==> src/rtl/seg_scan_ctrl.sv <==
// Multiplexed 7-segment scanner: frame-synchronous data update, hex/BCD glyphs,
// leading-zero blanking, per-digit decimal point and blink, 16-level brightness.
module seg_scan_ctrl #(
    parameter int DIGITS    = 8,
    parameter int TIME_REF  = 50_000,
    parameter int BLINK_DIV = 25
) (
    input  logic                clk,
    input  logic                reset,
    input  logic [4*DIGITS-1:0] data_in,
    input  logic [DIGITS-1:0]   dp_in,
    input  logic                data_vld,
    input  logic                hex_mode,
    input  logic                lz_blank,
    input  logic [DIGITS-1:0]   blink_mask,
    input  logic [3:0]          bright,
    output logic [DIGITS-1:0]   seg_sel,
    output logic [6:0]          seg_ment,
    output logic                seg_dp,
    output logic                frame_tick
);
    localparam int RW = $clog2(TIME_REF);
    localparam int PW = RW + 5;
    localparam int DW = (DIGITS > 1) ? $clog2(DIGITS) : 1;
    localparam int BW = (BLINK_DIV > 1) ? $clog2(BLINK_DIV) : 1;
    localparam logic [RW-1:0] REF_LAST   = RW'(TIME_REF - 1);
    localparam logic [DW-1:0] DIG_LAST   = DW'(DIGITS - 1);
    localparam logic [BW-1:0] BLINK_LAST = BW'(BLINK_DIV - 1);

    logic [RW-1:0]       cnt_ref_q, cnt_ref_d;
    logic [DW-1:0]       cnt_dig_q, cnt_dig_d;
    logic [4*DIGITS-1:0] shadow_data_q, shadow_data_d;
    logic [DIGITS-1:0]   shadow_dp_q, shadow_dp_d;
    logic                pending_q, pending_d;
    logic [4*DIGITS-1:0] active_data_q, active_data_d;
    logic [DIGITS-1:0]   active_dp_q, active_dp_d;
    logic [BW-1:0]       blink_cnt_q, blink_cnt_d;
    logic                blink_phase_q, blink_phase_d;
    logic                frame_tick_q, frame_tick_d;
    logic [DIGITS-1:0]   seg_sel_q, seg_sel_d;
    logic [6:0]          seg_ment_q, seg_ment_d;
    logic                seg_dp_q, seg_dp_d;

    logic                frame_end;
    logic [PW-1:0]       on_lim;
    logic                bright_on;
    logic                lit;
    logic [3:0]          cur_nib;
    logic                cur_dp;
    logic                cur_lz;

    // zero_above[k]: active nibbles k..DIGITS-1 are all zero
    logic [DIGITS:0]     zero_above;
    logic [DIGITS-1:0]   lz_above;

    assign zero_above[DIGITS] = 1'b1;

    genvar gi;
    generate
        for (gi = 0; gi < DIGITS; gi++) begin : g_lz
            assign zero_above[gi] = zero_above[gi+1] && (active_data_q[4*gi +: 4] == 4'd0);
            if (gi == 0) begin : g_first
                assign lz_above[gi] = 1'b0;
            end else begin : g_rest
                assign lz_above[gi] = zero_above[gi];
            end
        end
    endgenerate

    function automatic logic [6:0] glyph(input logic [3:0] nib, input logic hex);
        logic [6:0] g;
        case (nib)
            4'h0:    g = 7'b0000001;
            4'h1:    g = 7'b1001111;
            4'h2:    g = 7'b0010010;
            4'h3:    g = 7'b0000110;
            4'h4:    g = 7'b1001100;
            4'h5:    g = 7'b0100100;
            4'h6:    g = 7'b0100000;
            4'h7:    g = 7'b0001111;
            4'h8:    g = 7'b0000000;
            4'h9:    g = 7'b0000100;
            4'hA:    g = 7'b0001000;
            4'hB:    g = 7'b1100000;
            4'hC:    g = 7'b0110001;
            4'hD:    g = 7'b1000010;
            4'hE:    g = 7'b0110000;
            default: g = 7'b0111000;
        endcase
        if (!hex && (nib > 4'd9)) begin
            g = 7'b1111110;
        end
        return g;
    endfunction

    always_comb begin
        frame_end = (cnt_ref_q == REF_LAST) && (cnt_dig_q == DIG_LAST);

        cnt_ref_d = (cnt_ref_q == REF_LAST) ? '0 : cnt_ref_q + RW'(1);
        cnt_dig_d = cnt_dig_q;
        if (cnt_ref_q == REF_LAST) begin
            cnt_dig_d = (cnt_dig_q == DIG_LAST) ? '0 : cnt_dig_q + DW'(1);
        end

        shadow_data_d = shadow_data_q;
        shadow_dp_d   = shadow_dp_q;
        pending_d     = pending_q;
        active_data_d = active_data_q;
        active_dp_d   = active_dp_q;
        if (data_vld) begin
            shadow_data_d = data_in;
            shadow_dp_d   = dp_in;
        end
        // A strobe on the frame-end cycle bypasses the shadow and never leaves pending set
        if (frame_end) begin
            pending_d = 1'b0;
            if (data_vld) begin
                active_data_d = data_in;
                active_dp_d   = dp_in;
            end else if (pending_q) begin
                active_data_d = shadow_data_q;
                active_dp_d   = shadow_dp_q;
            end
        end else if (data_vld) begin
            pending_d = 1'b1;
        end

        blink_cnt_d   = blink_cnt_q;
        blink_phase_d = blink_phase_q;
        if (frame_end) begin
            if (blink_cnt_q == BLINK_LAST) begin
                blink_cnt_d   = '0;
                blink_phase_d = ~blink_phase_q;
            end else begin
                blink_cnt_d = blink_cnt_q + BW'(1);
            end
        end
        frame_tick_d = frame_end;

        on_lim    = ((PW'(bright) + PW'(1)) * PW'(TIME_REF)) >> 4;
        bright_on = PW'(cnt_ref_q) < on_lim;
        cur_nib   = active_data_q[{cnt_dig_q, 2'b00} +: 4];
        cur_dp    = active_dp_q[cnt_dig_q];
        cur_lz    = lz_above[cnt_dig_q] && !hex_mode && lz_blank;
        lit       = bright_on && !(blink_mask[cnt_dig_q] && blink_phase_q);

        // An LZ-blanked digit stays selected when its decimal point is lit
        seg_sel_d  = '1;
        seg_ment_d = 7'b1111111;
        seg_dp_d   = 1'b1;
        if (lit && (!cur_lz || cur_dp)) begin
            seg_sel_d[cnt_dig_q] = 1'b0;
            seg_dp_d             = ~cur_dp;
            if (!cur_lz) begin
                seg_ment_d = glyph(cur_nib, hex_mode);
            end
        end
    end

    always_ff @(posedge clk or negedge reset) begin
        if (!reset) begin
            cnt_ref_q     <= '0;
            cnt_dig_q     <= '0;
            shadow_data_q <= '0;
            shadow_dp_q   <= '0;
            pending_q     <= 1'b0;
            active_data_q <= '0;
            active_dp_q   <= '0;
            blink_cnt_q   <= '0;
            blink_phase_q <= 1'b0;
            frame_tick_q  <= 1'b0;
            seg_sel_q     <= '1;
            seg_ment_q    <= 7'b1111111;
            seg_dp_q      <= 1'b1;
        end else begin
            cnt_ref_q     <= cnt_ref_d;
            cnt_dig_q     <= cnt_dig_d;
            shadow_data_q <= shadow_data_d;
            shadow_dp_q   <= shadow_dp_d;
            pending_q     <= pending_d;
            active_data_q <= active_data_d;
            active_dp_q   <= active_dp_d;
            blink_cnt_q   <= blink_cnt_d;
            blink_phase_q <= blink_phase_d;
            frame_tick_q  <= frame_tick_d;
            seg_sel_q     <= seg_sel_d;
            seg_ment_q    <= seg_ment_d;
            seg_dp_q      <= seg_dp_d;
        end
    end

    assign seg_sel    = seg_sel_q;
    assign seg_ment   = seg_ment_q;
    assign seg_dp     = seg_dp_q;
    assign frame_tick = frame_tick_q;
endmodule

==> config.mk <==
export PLATFORM = sky130hd
export DESIGN_NAME = seg_scan_ctrl
export DESIGN_NICKNAME = d
export VERILOG_FILES = /design/src/rtl/seg_scan_ctrl.sv
export SDC_FILE = /design/constraint.sdc
export NUM_CORES = 1
export LEC_CHECK = 0
export CAP_MARGIN = 20
export CORE_MARGIN = 2
export CORE_UTILIZATION = 50
export DETAILED_ROUTE_END_ITERATION = 10
export PLACE_DENSITY = 0.75
export SKIP_LAST_GASP = 1
export SYNTH_ARGS = -nofsm -noshare
export SYNTH_HDL_FRONTEND = slang
export SYNTH_SLANG_ARGS = --single-unit
==> constraint.sdc <==
create_clock -name clk -period 3.38 [get_ports clk]
set_clock_uncertainty 0.15 [all_clocks]
set_input_delay 0.338 -clock clk [delete_from_list [all_inputs] [get_ports clk]]
set_output_delay 0.338 -clock clk [all_outputs]
set_load 0.005 [all_outputs]
# Yosys cells after proc, flatten, opt, wreduce, memory -nomap -nowiden

Memory sizes are Yosys's and may differ from the RTL's.
Cells that the tools add are included.

ROM bits: 112
Bits in registers: 123
Memories kept: 1
Output and inout bits: 17
Word-level logic and storage cells: 81
Input bits: 57

Memory list:

| name            | words | bits a word | rd ports | clocked after Yosys merged registers in | write ports | RTL line | RTL |
|---|---|---|---|---|---|---|---|
| (no name shown) | 16    | 7           | 1        | 0                                       | 0           | 72       | `case (nib)` |

Add/sub/neg operators: 4
Shift-type cells: 1
Reduce and logical (&&, ||, !) cells: 29
Multipliers: 1
Mux-type cells: 22
Equal/unequal tests: 3
Bitwise gates (word level): 3
$lt $le $gt $ge: 4

Operators with widths:

| kind                                                                         | count |
|---|---|
| 32-bit 2-to-1 mux                                                            | 2 |
| 32-bit by 6-bit variable part select with 4-bit output                       | 1 |
| 4-bit logical NOT                                                            | 7 |
| 8-bit 2-to-1 mux                                                             | 3 |
| 7-bit 2-to-1 mux                                                             | 3 |
| 16-bit by 17-bit less-than comparator with 1-bit output                      | 1 |
| 5-bit by 12-bit multiplier with 17-bit output, second input constant         | 1 |
| 16-bit by 1-bit adder with 16-bit output, second input constant              | 1 |
| 16-bit equality test, second input constant                                  | 1 |
| 16-bit 2-to-1 mux                                                            | 1 |
| 1-bit logical AND                                                            | 14 |
| 1-bit binary-select mux with 3-bit select                                    | 3 |
| 8-bit NOT                                                                    | 1 |
| 1-bit 2-to-1 mux                                                             | 7 |
| 4-bit by 1-bit adder with 5-bit output, second input constant                | 1 |
| 5-bit by 1-bit adder with 5-bit output, second input constant                | 1 |
| 5-bit equality test, second input constant                                   | 1 |
| 5-bit 2-to-1 mux                                                             | 1 |
| 4-bit greater-than comparator, second input constant                         | 1 |
| 3-bit by 4-bit less-than comparator with 1-bit output, second input constant | 1 |
| 2-bit AND reduction                                                          | 2 |
| 2-bit nonzero test                                                           | 2 |
| 3-bit by 1-bit adder with 3-bit output, second input constant                | 1 |
| 1-bit demux with 3-bit select                                                | 1 |
| other kinds (6)                                                              | 9 |

# Longest topological paths before layout

Gate-level depths: netlist of run 1.

Depth in word-level cells: 15
Gate-level depth with buffers: 23
Gate-level depth less buffers: 21

# Worst setup path before layout of run 1

Ideal clock, no wire load.

Path kind: in2reg
From: in bright[0]
To: reg seg_ment_q[4], in the netlist seg_ment[4]
Path buffers: 1
Arrival time: 4.582 ns
Required time: 3.130 ns
Cell stages on the path: 21
Path slack: -1.453 ns
Setup time: 0.100 ns
Cell sequence: ha_1 xor2_1 ha_1 xor2_1 ha_1 ha_1 ha_1 a21o_1 a21oi_1 o211ai_1 a2111oi_0 o31ai_1 xnor2_1 ha_1 nor3_1 nand2_1 a31oi_1 a31o_2 o31a_1 clkbuf_1 nand4_1

Longest elaborated chain between the ends: 6

Ends and longest elaborated chain:

| element                                                 | RTL line | RTL |
|---|---|---|
| from (decl)                                             | 16       | `input logic [3:0] bright,` |
| 4-bit by 1-bit adder with 5-bit output                  | 140      | `on_lim = ((PW'(bright) + PW'(1)) * PW'(TIME_REF)) >> 4;` |
| 5-bit by 12-bit multiplier with 17-bit output           | 140      |  |
| 16-bit by 17-bit less-than comparator with 1-bit output | 141      | `bright_on = PW'(cnt_ref_q) < on_lim;` |
| 1-bit logical AND                                       | 145      | `lit = bright_on && !(blink_mask[cnt_dig_q] && blink_phase_q);` |
| 1-bit logical AND                                       | 151      | `if (lit && (!cur_lz \|\| cur_dp)) begin` |
| 7-bit 2-to-1 mux                                        | 151      |  |
| via seg_ment_d[4]                                       | 41       | `logic [6:0] seg_ment_q, seg_ment_d;` |
| to (signal assigned)                                    | 187      | `seg_ment_q <= seg_ment_d;` |
| to (decl)                                               | 41       |  |

The timed path passes the listed nets, and every way through them passes these cells.
A chain may end at the register's enable or synchronous reset.

# Final worst setup path of run 1

Ends and elaborated chain as after synthesis.

==> out/summary.txt, run 1 <==
RUN STATUS
--------------------------------------------------------------------------------------------------------
Result of the run ......................................................................... finished with violations
Violations in the final reports ........................................................... negative setup slack

ROUTE
--------------------------------------------------------------------------------------------------------
Routed vias ...............................................................................         4861
Antenna-violating nets left ...............................................................            0
Remaining DRCs ............................................................................            0
Via count normalized by instance count ....................................................        5.486
Violation count after the first detailed-routing iteration ................................          327
Detailed-route wire length ................................................................     14910 um
Average detailed-routed wire length per instance ..........................................     16.82 um
Initial DRT Pass Iterations ...............................................................            4

SYNTHESIS
--------------------------------------------------------------------------------------------------------
Async set-reset flop share out of synthesis ...............................................        1.000
Area share of the largest cell type after synthesis .......................................       0.3894
Post-synthesis area per instance ..........................................................    12.00 um2
EDFF count, synth .........................................................................            0
Synthesized instance count ................................................................          573
Most used standard cell by instance count after synthesis .................................      dfrtp_1
Post-synth net total ......................................................................          686
Cell type with the largest total area after synthesis .....................................      dfrtp_1
Largest cells by area after synthesis ..................................................... dfrtp_1 (39%), ha_1 (10%), mux2_4 (8.7%)
Cell Area, Synth ..........................................................................     6877 um2
Ranking of synthesized cells by instance count ............................................ dfrtp_1 (107), ha_1 (55), mux2_2 (47)
Warning count from the yosys run ..........................................................            0
Count of unique library cells instantiated by Yosys .......................................           58
Number of synthesized register bits .......................................................          123
Sequential share of the synthesized area ..................................................       0.4505
Top FF cell, synth ........................................................................      dfrtp_1

FINISH
--------------------------------------------------------------------------------------------------------
Share of layout cells above drive strength 1 ..............................................       0.3310
Net count of the finished layout ..........................................................          810
Number of filler instances in the final layout ............................................          973
Post-synthesis to final-layout area growth ................................................       30.35%
Number of inserted diodes .................................................................            0

PWR
--------------------------------------------------------------------------------------------------------
Sum of internal, switching and leakage power ..............................................     4.197 mW
Max rail drop VDD .........................................................................  0.0003793 V
Cell area power density ................................................................... 468.2 nW/um2
Static Leak ...............................................................................     4.279 nW

CRITICAL PATH
--------------------------------------------------------------------------------------------------------
Category of the most critical setup path .................................................. input port to flip-flop
Largest stage delay on the critical path ..................................................       350 ps
Largest driver fanout on the critical path ................................................            8
Worst R2R Path Depth ......................................................................            8
Path length in cells of the critical path .................................................           20
Crit. End Element .........................................................................    flip-flop
Crit path max-delay cell type .............................................................       o31a_4
Critical path data required time ..........................................................      3580 ps
Critical Path AT ..........................................................................      4340 ps
Cell mode on critical path ................................................................         ha_4
Kind of start point of the critical path ..................................................   input port
Family of cells with the greatest summed delay on the critical path .......................  adder cells
Crit path cell chain ...................................................................... buf_8 > ha_4 > xor2_4 > ha_4 > xor2_1 > ha_1 > ha_4 > ha_4 > nand3b_1 > a211oi_2 > nand4_1 > nand2_1 > xnor2_1 > ha_1 > nand4_1 > nor3_2 > o21ai_2 > a31o_2 > o31a_4 > nand4_1
Total buffers and inverters traversed by the critical path ................................            1

TIMING
--------------------------------------------------------------------------------------------------------
Maximum clock frequency ...................................................................   0.2417 GHz
Shortest period the worst path allows .....................................................      4138 ps
Final Max Tran Viols ......................................................................            0
Setup slack after layout ..................................................................    -757.8 ps
Setup repair after global routing missed its margin .......................................         true
Hold Worst Slack ..........................................................................     281.9 ps
Tightest slew margin relative to the limit ................................................       0.4108
Final Hold Viols ..........................................................................            0
Crit share post-route .....................................................................        1.224
Count of endpoints failing setup in the final report ......................................           16
Worst Tran Pin Value ......................................................................     883.8 ps

FLOORPLANNING
--------------------------------------------------------------------------------------------------------
Effective utilization at floorplan ........................................................       0.5152
Chip Width ................................................................................     121.3 um
Area of the die ...........................................................................    14710 um2
Core footprint ............................................................................    13350 um2
Number of cell rows .......................................................................           42
Count of pins on the block boundary .......................................................           74
Floorplan die height ......................................................................     121.3 um

PLACEMENT
--------------------------------------------------------------------------------------------------------
Half-perimeter wire length of the detailed placement result ...............................     10850 um
PortBufs ..................................................................................           73
RePlAce Congestion ........................................................................       0.9286

CLOCKING
--------------------------------------------------------------------------------------------------------
Source-to-sink clock delay at the later pin of the worst-skew pair ........................       410 ps
Number of buffers created by CTS ..........................................................           17
Library cell used as clock root buffer ....................................................    clkbuf_16
Post-CTS clock slew at the launch and capture registers of the worst setup and hold paths .        50 ps
Clock tree from TritonCTS .................................................................         done
Clock net sink count ......................................................................          123
CTS H-tree lvls ...........................................................................            4
Clock tree buffer depth ...................................................................            2

GLOBAL ROUTE
--------------------------------------------------------------------------------------------------------
Vias in the first global route ............................................................         5066
Maximum number of pins on one net before global-route repair ..............................           73
Remaining global-route overflow ...........................................................            0
Global-route total usage across every layer ...............................................       0.2179
Number of antenna violations at the first check in global routing .........................            0
Global-route wire length before repair ....................................................     24920 um

JOB
--------------------------------------------------------------------------------------------------------
Max-capacitance violation count ...........................................................            0

MIN PATH
--------------------------------------------------------------------------------------------------------
Worst min path class ...................................................................... input port to flip-flop
Hold Path Cell Cnt ........................................................................            3

-- worst min-delay path, delay by kind of cell --
kind / cells / cell delay (ps)
compound gates: 1 / 130
buf+inv: 1 / 120
mux: 1 / 220
-- power by group --
part | leakage [nW] | switching (mW) | internal (mW)
logic | 2.42 | 0.338 | 0.398
registers | 1.55 | 0.0129 | 1.52
clock network | 0.312 | 0.645 | 1.28
total | 4.28 | 0.997 | 3.20
-- final cells by class --
cell class	count	area, um2	share of cell area
Clock buffer	23	508.0	0.05667
Multi-Input combinational cell	406	3782	0.4220
Timing Repair Buffer	124	1127	0.1258
Sequential cell	123	3098	0.3456
Inverter	25	95.09	0.01061
Clock inverter	9	132.6	0.01480
Tap cell	176	220.2	0.02457
-- final timing paths --
path	start	to	slack [ps]
max	bright[0]	seg_ment[4]$_DFF_PN1_	-760
min	data_vld	active_dp_q[1]$_DFFE_PN0P_	280
max reg2reg	cnt_dig_q[1]$_DFFE_PN0N_	seg_ment[3]$_DFF_PN1_	340
min reg2reg	blink_phase_q$_DFFE_PN0P_	blink_phase_q$_DFFE_PN0P_	330
max in group asynchronous	reset	seg_sel[5]$_DFF_PN1_	1790
min in group asynchronous	reset	shadow_data_q[26]$_DFFE_PN0P_	430
-- flip-flops by register name (all words and copies together) (netlist names), 3 cells and up --
name           cells
seg_sel            8
cnt_dig_q          3
active_dp_q        8
blink_cnt_q        5
cnt_ref_q         16
shadow_dp_q        8
active_data_q     32
seg_ment           7
shadow_data_q     32
-- logic make-up after synthesis --
group / after synthesis / synth area share
AOI/OAI and AO/OA: 79 / 0.07897
xor gates and xnor gates: 30 / 0.03821
adders and majority gates: 56 / 0.1030
buffers and inverters: 45 / 0.03039
DFF: 123 / 0.4505
muxes: 104 / 0.1981
other: 1 / 0.0005453
and+or+nand+nor: 135 / 0.1003
-- cell usage in the layout (no fill, tap or decap), drive strengths merged, types with 23 or more instances in the layout --
cell | synthesis | final
nand3 | 26 | 26
nor2 | 27 | 27
buf | 11 | 55
o21ai | 25 | 25
dfrtp | 107 | 107
clkbuf | 9 | 23
mux2 | 87 | 87
nand2 | 32 | 32
ha | 55 | 55
clkdlybuf4s50 | 0 | 67
inv | 24 | 25
-- per-layer routing --
metal	share of wire	GRT usage
met4	0.015	0.06897
met5	0	0
met2	0.49	0.3508
met3	0.040	0.04464
met1	0.46	0.2971
-- through the flow --
stage	utilization	worst slack [ps]	setup TNS, ps	area (um2)	cells
3_5_place_dp	0.6060	-1887	-29640	8089	843
6_report	0.6715	-757.8	-11930	8964	886
4_1_cts	0.6663	-739.2	-11650	8894	881
2_1_floorplan	-	-896.8	-13300	6949	573
3_3_place_gp	0.6060	-1724	-27180	8089	843
5_1_grt	0.6715	-961.1	-14890	8964	886
-- timing repair --
action                                  4_1_cts  5_1_grt
gates cloned                                  1        0
resized for setup                            43        5
endpoints found under the setup margin       16       16
hold buffers                                  1        0
endpoints found under the hold margin        71        0
pin swaps                                    23        8
buffers inserted                              4        5
(Power assumes the default switching activity.)
==> run 2, diff against run 1 <==
--- a/config.mk
+++ b/config.mk
@@ -7,9 +7,9 @@
 export LEC_CHECK = 0
 export CAP_MARGIN = 20
 export CORE_MARGIN = 2
-export CORE_UTILIZATION = 50
+export CORE_UTILIZATION = 57
 export DETAILED_ROUTE_END_ITERATION = 10
-export PLACE_DENSITY = 0.75
+export PLACE_DENSITY = 0.83
 export SKIP_LAST_GASP = 1
 export SYNTH_ARGS = -nofsm -noshare
 export SYNTH_HDL_FRONTEND = slang
==> out/summary.txt, run 2 (same netlist as run 1, synthesis figures left out) <==
ROUTE
--------------------------------------------------------------------------------------------------------
Routed vias ...............................................................................         4993
Via count normalized by instance count ....................................................        5.853
Initial DRT Pass Iterations ...............................................................            5
Violation count after the first detailed-routing iteration ................................          358
Average detailed-routed wire length per instance ..........................................     18.83 um
Remaining DRCs ............................................................................            0
Detailed-route wire length ................................................................     16060 um
Antenna-violating nets left ...............................................................            0

CLOCKING
--------------------------------------------------------------------------------------------------------
Clock net sink count ......................................................................          123
Number of buffers created by CTS ..........................................................           17
Post-CTS clock slew at the launch and capture registers of the worst setup and hold paths .        60 ps
Clock tree buffer depth ...................................................................            2
Clock tree from TritonCTS .................................................................         done
Source-to-sink clock delay at the later pin of the worst-skew pair ........................       410 ps
CTS H-tree lvls ...........................................................................            4
Library cell used as clock root buffer ....................................................    clkbuf_16

MIN PATH
--------------------------------------------------------------------------------------------------------
Startpoint of the lowest-slack hold path ..................................................     data_vld
Worst min path class ...................................................................... input port to flip-flop

CRITICAL PATH
--------------------------------------------------------------------------------------------------------
Internal reg-to-reg setup slack ...........................................................       350 ps
Crit. End Element .........................................................................    flip-flop
Category of the most critical setup path .................................................. input port to flip-flop
Kind of start point of the critical path ..................................................   input port
Startpoint of the most critical setup path ................................................    bright[1]
Critical Path AT ..........................................................................      4350 ps
Critical path data required time ..........................................................      3540 ps
Largest driver fanout on the critical path ................................................            8
Beginning of the worst register-to-register path .......................................... cnt_dig_q[1]$_DFFE_PN0N_

FLOORPLANNING
--------------------------------------------------------------------------------------------------------
Chip Width ................................................................................     113.8 um
Number of cell rows .......................................................................           40
Count of pins on the block boundary .......................................................           74
Area of the die ...........................................................................    12960 um2
Effective utilization at floorplan ........................................................       0.5773
Floorplan die height ......................................................................     113.8 um
Core footprint ............................................................................    11910 um2

TIMING
--------------------------------------------------------------------------------------------------------
Setup slack after layout ..................................................................    -815.3 ps
Count of endpoints failing setup in the final report ......................................           16
Final Max Tran Viols ......................................................................            0
Shortest period the worst path allows .....................................................      4195 ps
Maximum clock frequency ...................................................................   0.2384 GHz
Hold Worst Slack ..........................................................................     212.8 ps
Crit share post-route .....................................................................        1.241
Final setup TNS ...........................................................................    -12460 ps
Worst Tran Pin Value ......................................................................     711.9 ps
Tightest slew margin relative to the limit ................................................       0.5254
Setup repair after global routing missed its margin .......................................         true
Final Hold Viols ..........................................................................            0

GLOBAL ROUTE
--------------------------------------------------------------------------------------------------------
Global-route total usage across every layer ...............................................       0.2544
Vias in the first global route ............................................................         5148
Number of antenna violations at the first check in global routing .........................            0
Maximum number of pins on one net before global-route repair ..............................          124
Global-route wire length before repair ....................................................     25640 um
Remaining global-route overflow ...........................................................            0

FINISH
--------------------------------------------------------------------------------------------------------
Post-synthesis to final-layout area growth ................................................       29.91%
Number of filler instances in the final layout ............................................          730
Net count of the finished layout ..........................................................          806
Number of inserted diodes .................................................................            0
Share of layout cells above drive strength 1 ..............................................       0.3300
Final core utilization ....................................................................       0.7500
Final instance area .......................................................................     8934 um2
Most common library cell in the layout ignoring fill and taps .............................      dfrtp_1
Highest-count cells in the layout ignoring fill and taps .................................. dfrtp_1 (107), clkdlybuf4s50_1 (67), mux2_2 (47), ha_1 (46), buf_4 (44)
Post-route insts no fill ..................................................................          853
Leading registers by flop count ........................................................... active_data_q (32), shadow_data_q (32), cnt_ref_q (16)

PWR
--------------------------------------------------------------------------------------------------------
Max rail drop VDD .........................................................................  0.0003379 V
Part of the power in combinational logic ..................................................        0.179
NetSw .....................................................................................     1.017 mW
Pint ......................................................................................     3.106 mW
Static Leak ...............................................................................     4.259 nW
Sum of internal, switching and leakage power ..............................................     4.124 mW
Clock Power Share .........................................................................        0.448
Switching share of power ..................................................................       0.2467
Cell area power density ................................................................... 461.6 nW/um2
Reg power frac ............................................................................        0.373

PLACEMENT
--------------------------------------------------------------------------------------------------------
RePlAce Congestion ........................................................................       0.8718
Placed cell area ..........................................................................     8045 um2
Post-placement setup slack ................................................................     -1872 ps
Total placed cells including tap cells ....................................................          813
Half-perimeter wire length of the detailed placement result ...............................     10810 um
PortBufs ..................................................................................           73

JOB
--------------------------------------------------------------------------------------------------------
Max-capacitance violation count ...........................................................            0

RUN STATUS
--------------------------------------------------------------------------------------------------------
Violations in the final reports ........................................................... negative setup slack
Result of the run ......................................................................... finished with violations

run 2: changes by cell type in the layout (fill, tap and decap cells not counted), moves of 2 or more:
cell,delta
o21ai_2,-2
buf_6,+2
clkinv_2,+4
ha_1,-3
clkbuf_8,-4
buf_4,-6
o21ai_1,+2
ha_4,+3
run 2: final timing paths:
path,to,depth (start not counted)
setup / recovery,seg_sel[4]$_DFF_PN1_,22
hold / removal,pending_q$_DFFE_PN0P_,3
setup reg to reg,seg_ment[3]$_DFF_PN1_,8
hold reg to reg,blink_phase_q$_DFFE_PN0P_,1
max in group asynchronous,cnt_ref_q[3]$_DFF_PN0_,3
min in group asynchronous,active_data_q[9]$_DFFE_PN0P_,3
run 2: critical path: stages:
cell and delay, ps:
buf_8 110, ha_4 170, xor2_4 170, ha_4 190, xor2_4 180, ha_4 230
ha_4 220, ha_4 270, nand3b_1 130, a211oi_4 320, nand4_1 150, buf_4 170
a21boi_2 140, o21ai_1 120, xor2_1 180, ha_1 320, a22oi_1 190, nand2_1 80
a31oi_1 150, a31o_2 220, o31a_4 190, nand4_1 110
run 2: timing repair:
item                                    4_1_cts  5_1_grt
endpoints found under the setup margin       16       16
resized for setup                            33       26
hold endpoints to repair                    107        0
buffers inserted                              3        3
pin swaps                                     9       25
hold buffers                                  1        0
gates cloned                                  1        0
run 2: power groups by stage:
stage	Clock [mW]	Combinational (mW)	Sequential (mW)
after floorplan	0	0.369	1.56
after global placement	0	0.624	1.56
after detailed placement	0	0.656	1.56
after CTS	1.86	0.672	1.54
after global routing	1.92	0.807	1.54
final	1.85	0.737	1.54
run 2: cell type report:
cell class / count / area, um2 / share of cell area
flip-flops and latches: 123 / 3098 / 0.3468
clock buffers: 20 / 456.7 / 0.05112
inverters: 25 / 95.09 / 0.01064
repair buffers: 120 / 1101 / 0.1232
multi-input cells: 406 / 3854 / 0.4314
clock inverters: 12 / 145.1 / 0.01625
well taps: 147 / 183.9 / 0.02059
run 2: metal layers:
layer  track usage  vias to the layer above  wire length [um]  part of all wire
li1              -                     2313                 -                 -
met1        0.3397                     2470              6964              0.43
met2        0.4164                      177              7909              0.49
met5             0                        -                 0                 0
met4       0.09350                        0               376             0.023
met3       0.05048                       33               813             0.051
